==> config.mk <==
export PLATFORM = sky130hd
export DESIGN_NAME = round_sequencer
export DESIGN_NICKNAME = d
export VERILOG_FILES = /design/src/rtl/round_sequencer_pkg.sv /design/src/rtl/round_sequencer_key_press_detector.sv /design/src/rtl/round_sequencer.sv
export SDC_FILE = /design/constraint.sdc
export NUM_CORES = 1
export LEC_CHECK = 0
export CORE_MARGIN = 8
export CORE_UTILIZATION = 62
export CTS_CLUSTER_DIAMETER = 120
export DETAILED_ROUTE_END_ITERATION = 16
export GPL_ROUTABILITY_DRIVEN = 0
export GPL_TIMING_DRIVEN = 1
export PLACE_DENSITY_LB_ADDON = 0.12
export SLEW_MARGIN = 20
export SYNTH_ARGS = -nofsm -noshare
export SYNTH_HDL_FRONTEND = slang
export SYNTH_HIERARCHICAL = 1
export SYNTH_SLANG_ARGS = --single-unit
==> constraint.sdc <==
create_clock -name CLOCK_50 -period 4.2 [get_ports CLOCK_50]
set_clock_uncertainty 0.05 [all_clocks]
set_input_delay 0.42 -clock CLOCK_50 [delete_from_list [all_inputs] [get_ports CLOCK_50]]
set_output_delay 0.42 -clock CLOCK_50 [all_outputs]
set_load 0.05 [all_outputs]
==> src/rtl/round_sequencer_pkg.sv <==
// round_sequencer_pkg: state codes, limits and helpers shared by the
// round sequencer and the bar/ball datapath.
package round_sequencer_pkg;

  localparam logic [3:0] ST_PLAY      = 4'd0;
  localparam logic [3:0] ST_GAMEOVER  = 4'd1;
  localparam logic [3:0] ST_IDLE      = 4'd2;
  localparam logic [3:0] ST_COUNTDOWN = 4'd3;
  localparam logic [3:0] ST_PAUSE     = 4'd4;

  localparam logic [9:0] SEC_MAX   = 10'd999;
  localparam logic [1:0] LEVEL_MAX = 2'd3;

  // Thermometer step: enable one more ball.
  function automatic logic [3:0] next_ball(input logic [3:0] be);
    return {be[2:0], 1'b1};
  endfunction

endpackage

==> src/rtl/round_sequencer_key_press_detector.sv <==
// key_press_detector: 2-FF synchroniser plus falling-edge pulse for an
// active-low key. Ports: CLOCK_50, reset (async, active-low), key_n, press.
module key_press_detector (
  input  logic CLOCK_50,
  input  logic reset,
  input  logic key_n,
  output logic press
);

  logic s1;
  logic s2;
  logic s3;

  always_ff @(posedge CLOCK_50 or negedge reset) begin
    if (!reset) begin
      s1 <= 1'b0;
      s2 <= 1'b0;
      s3 <= 1'b0;
    end else begin
      s1 <= key_n;
      s2 <= s1;
      s3 <= s2;
    end
  end

  // One pulse per 1->0 edge of the synchronised key.
  assign press = s3 & ~s2;

endmodule

==> src/rtl/round_sequencer.sv <==
// round_sequencer: IDLE -> COUNTDOWN -> PLAY -> GAMEOVER round FSM with
// one-second prescaler, level timer and progressive ball release.
// Ports: CLOCK_50, reset (async, active-low), keyStart, keyPause,
// gameover_flags[3:0] in; game_state[3:0], ball_enable[3:0], round_start,
// level[1:0], countdown[1:0], play_seconds[9:0] out (all registered).
// Optional pause support is built when PAUSE_ROUND_EN is defined.
module round_sequencer
  import round_sequencer_pkg::*;
#(
  parameter int TICKS_PER_SEC = 50_000_000,
  parameter int COUNTDOWN_SEC = 3,
  parameter int LEVEL_SEC     = 20
) (
  input  logic       CLOCK_50,
  input  logic       reset,
  input  logic       keyStart,
  input  logic       keyPause,
  input  logic [3:0] gameover_flags,
  output logic [3:0] game_state,
  output logic [3:0] ball_enable,
  output logic       round_start,
  output logic [1:0] level,
  output logic [1:0] countdown,
  output logic [9:0] play_seconds
);

  localparam int SW = $clog2(TICKS_PER_SEC + 1);
  localparam int LW = $clog2(LEVEL_SEC + 1);
  localparam logic [SW-1:0] SEC_LAST = SW'(TICKS_PER_SEC - 1);
  localparam logic [LW-1:0] LVL_LAST = LW'(LEVEL_SEC - 1);
  localparam logic [1:0]    CD_INIT  = 2'(COUNTDOWN_SEC);

  logic start_press;
  logic pause_press;

  key_press_detector u_start (
    .CLOCK_50 (CLOCK_50),
    .reset    (reset),
    .key_n    (keyStart),
    .press    (start_press)
  );

`ifdef PAUSE_ROUND_EN
  key_press_detector u_pause (
    .CLOCK_50 (CLOCK_50),
    .reset    (reset),
    .key_n    (keyPause),
    .press    (pause_press)
  );
`else
  logic unused_pause;
  assign unused_pause = keyPause;
  assign pause_press  = 1'b0;
`endif

  logic [SW-1:0] sec_cnt;
  logic [SW-1:0] sec_next;
  logic [LW-1:0] lvl_cnt;
  logic          sec_tick;
  logic          hit;

  assign sec_tick = (sec_cnt == SEC_LAST);
  assign sec_next = sec_tick ? '0 : sec_cnt + SW'(1);
  // Only misses from balls in play end the round.
  assign hit      = |(gameover_flags & ball_enable);

  always_ff @(posedge CLOCK_50 or negedge reset) begin
    if (!reset) begin
      game_state   <= ST_IDLE;
      ball_enable  <= '0;
      round_start  <= 1'b0;
      level        <= '0;
      countdown    <= '0;
      play_seconds <= '0;
      sec_cnt      <= '0;
      lvl_cnt      <= '0;
    end else begin
      round_start <= 1'b0;
      case (game_state)
        ST_IDLE, ST_GAMEOVER: begin
          if (start_press) begin
            game_state <= ST_COUNTDOWN;
            countdown  <= CD_INIT;
            sec_cnt    <= '0;
          end
        end
        ST_COUNTDOWN: begin
          sec_cnt <= sec_next;
          if (sec_tick) begin
            if (countdown == 2'd1) begin
              game_state   <= ST_PLAY;
              countdown    <= '0;
              level        <= '0;
              ball_enable  <= 4'b0001;
              play_seconds <= '0;
              lvl_cnt      <= '0;
              sec_cnt      <= '0;
              round_start  <= 1'b1;
            end else begin
              countdown <= countdown - 2'd1;
            end
          end
        end
        ST_PLAY: begin
          // Miss beats pause, pause beats the tick.
          if (hit) begin
            game_state <= ST_GAMEOVER;
          end else if (pause_press) begin
            game_state <= ST_PAUSE;
          end else begin
            sec_cnt <= sec_next;
            if (sec_tick) begin
              if (play_seconds != SEC_MAX)
                play_seconds <= play_seconds + 10'd1;
              if (lvl_cnt == LVL_LAST) begin
                lvl_cnt <= '0;
                if (level != LEVEL_MAX) begin
                  level       <= level + 2'd1;
                  ball_enable <= next_ball(ball_enable);
                end
              end else begin
                lvl_cnt <= lvl_cnt + LW'(1);
              end
            end
          end
        end
`ifdef PAUSE_ROUND_EN
        ST_PAUSE: begin
          if (pause_press)
            game_state <= ST_PLAY;
        end
`endif
        default: game_state <= ST_IDLE;
      endcase
    end
  end

endmodule

==> out/qor.txt <==
Number of iterations in the first detailed-routing pass = 4
Cell Pwr Density = 423.7 nW/µm²
Leakage = 0.001464 µW
Vias per cell = 6.360
Critical path class = reg2reg
Most common cell in the netlist = dfrtp_1
Worst skew pair latency = 310 ps
Worst r2r path cells = 7
Period minus WS final = 2934 ps
RR Endpoint = level[1]$_DFFE_PN0P_
Initial antenna violation count = 0
Hold violation count in the final report = 0
Worst reg2reg startpoint = game_state[1]$_DFFE_PN1P_
Antenna Cells = 0
Core Area = 5075 µm²
Post-layout util = 71.38%
I/O pin cnt = 31
Area Overhead vs Synth = 11.30%
Synth cell count leaders = 54 x dfrtp_1, 49 x nand2_1, 32 x nand3_1, 26 x a31oi_1, 19 x o21ai_0
Ys Warns = 6
Global Route Usage Sum = 19.74%
Startpoint type of the worst setup path = flip-flop
Pwr Total = 1535 µW
Crit path max fanout = 21
Drc violations = 0
VDD IR max = 0.2065 mV
Post-CTS sizing = 0
Share of cells above drive strength 1 = 5.714%
Die area = 7823 µm²
Grt total ovfl = 0
First-pass GRT wire length = 12.45 mm
Main area contributors after synthesis = dfrtp_1 42%, nand2_1 5.7%, a31oi_1 5.0%, nand3_1 4.9%, ha_1 3.1%
Clock Path Buffers = 2
Max-cap violations = 0
Post-synth EDFFs = 0
Detailed Route Iter0 Violations = 164
CTS tree = built
Flops & latches, synth = 55
Dpl hpwl = 4.984 mm
Die X = 88.45 µm
Row count = 26
WHS = 178.1 ps
# setup viols final = 0
Most Crowded Layer GR = met2
Via count of the routed design = 2894
RSZ-0062 raised after global routing = no
Relative slew slack = 33.91%
ANT nets after route = 0
Filler Cell Count = 399
Post-CTS setup buffers = 0
Asr flop ratio synth = 100.0%
Clock sinks = 55
Final TNS setup = 0 ps
Vias in the first global route = 2680
Initial Util = 64.13%
Arrival time worst endpoint = 3100 ps
Prevailing post-synth register cell = dfrtp_1
Netlist cell types = 53
Clock slew at reported path FFs = 100 ps
CP Data Required Time = 4360 ps
CTS buffer count = 5
Type of the tightest min-delay check = in2async
Sequential element share of the synthesized area = 42.33%
M3 GR Usage = 3.157%
Share of Yosys cell area claimed by the top area cell type = 41.52%
Root Driver = clkbuf_8
Met1 global-route usage = 23.95%
Achievable frequency = 340.9 MHz
WL per Instance = 15.92 µm
Outcome = complete, no violations
Worst Setup End Kind = flip-flop
Htree depth = 2
Largest net degree at the start of global routing = 56
Post-layout nets = 400
Worst Tran Pin Value = 982.3 ps
Yosys top cell by area = dfrtp_1
Post-synthesis cell count = 368
Die Y = 88.45 µm
GRT met2 Usage = 34.56%
Final Max Tran Viols = 0
Post-route clock period utilization = 69.85%
Post-Route WL = 7.242 mm
R2r setup slk = 1270 ps
Cell area after synthesis = 3254 µm²
Port Buffers = 27
Mean post-synth cell area = 8.843 µm²
CTS Hold Bufs = 0
[area by class of cell]
| cell class | instances | area, µm² | share of cell area [%] |
|---|---|---|---|
| multi-input combinational | 281 | 1739 | 48.01 |
| sequential | 55 | 1378 | 38.03 |
| timing repair buffer | 31 | 295.3 | 8.152 |
| tap | 70 | 87.58 | 2.418 |
| clock buffer | 6 | 72.57 | 2.003 |
| inverter | 10 | 37.54 | 1.036 |
| clock inverter | 2 | 12.51 | 0.3454 |
[state kept, by name, summed over array words and instances, names as in the netlist, 2 cells and up]
name / flops
sec_cnt: 26
play_seconds: 10
lvl_cnt: 5
ball_enable: 4
countdown: 2
game_state: 2
level: 2
[cells by family after synthesis]
group | Yosys count | share of synthesized area [%]
AOI/OAI and AO/OA | 88 | 17.72
adders and majority gates | 8 | 3.076
buffers and inverters | 33 | 4.460
DFF | 55 | 42.33
muxes | 8 | 2.576
other | 1 | 0.1152
and+or+nand+nor | 175 | 29.72
[stage by stage]
stage               cell area (µm²)  instances  setup slack (ps)
finish                         3622        455              1266
global route                   3622        455              1045
CTS                            3622        455              1253
detailed placement             3537        447              1149
global placement               3537        447              1230
floorplan                      3258        369              1855
[layer usage]
layer  vias up  part of all wire, %  wire (µm)
met1      1396                   43       3130
li1       1409                    -          -
met4         0                 0.81         59
met5         -                    0          0
met3         6                  4.8        348
met2        83                   51       3704
[worst max-delay path, stage by stage (launching register included)]
cell	delay, ps
dfstp_2	580
inv_1	50
ha_1	160
buf_4	190
a21bo_2	470
nand4_1	550
or2_2	550
o211ai_1	240
[report_power, final]
| group | switching, µW | internal, µW |
|---|---|---|
| Combinational | 452 | 200 |
| Sequential | 30.2 | 560 |
| Clock | 176 | 117 |
[placed cells by master (no fill, tap or decap), types with 9 or more instances in the layout]
master | Yosys | layout
clkdlybuf4s50_1 | 0 | 26
inv_1 | 10 | 10
nand2_1 | 49 | 49
a31oi_1 | 26 | 26
and2_1 | 9 | 9
o21ai_0 | 19 | 19
dfrtp_1 | 54 | 54
nand2b_1 | 14 | 14
nor2_1 | 9 | 9
nand4_1 | 15 | 15
and3_1 | 12 | 12
nand3_1 | 32 | 32
[worst max-delay path by stage]
stage | startpoint | endpoint | slack, ps | cells past startpoint
floorplan | game_state[0]$_DFFE_PN0P_ | play_seconds[7]$_DFFE_PN0P_ | 1850 | 8
global placement | gameover_flags[2] | play_seconds[5]$_DFFE_PN0P_ | 1230 | 6
detailed placement | gameover_flags[2] | play_seconds[5]$_DFFE_PN0P_ | 1150 | 6
CTS | game_state[1]$_DFFE_PN1P_ | play_seconds[5]$_DFFE_PN0P_ | 1250 | 7
global route | game_state[1]$_DFFE_PN1P_ | level[1]$_DFFE_PN0P_ | 1050 | 7
finish | game_state[1]$_DFFE_PN1P_ | level[1]$_DFFE_PN0P_ | 1270 | 7
Power figures use the tool's default switching activity.
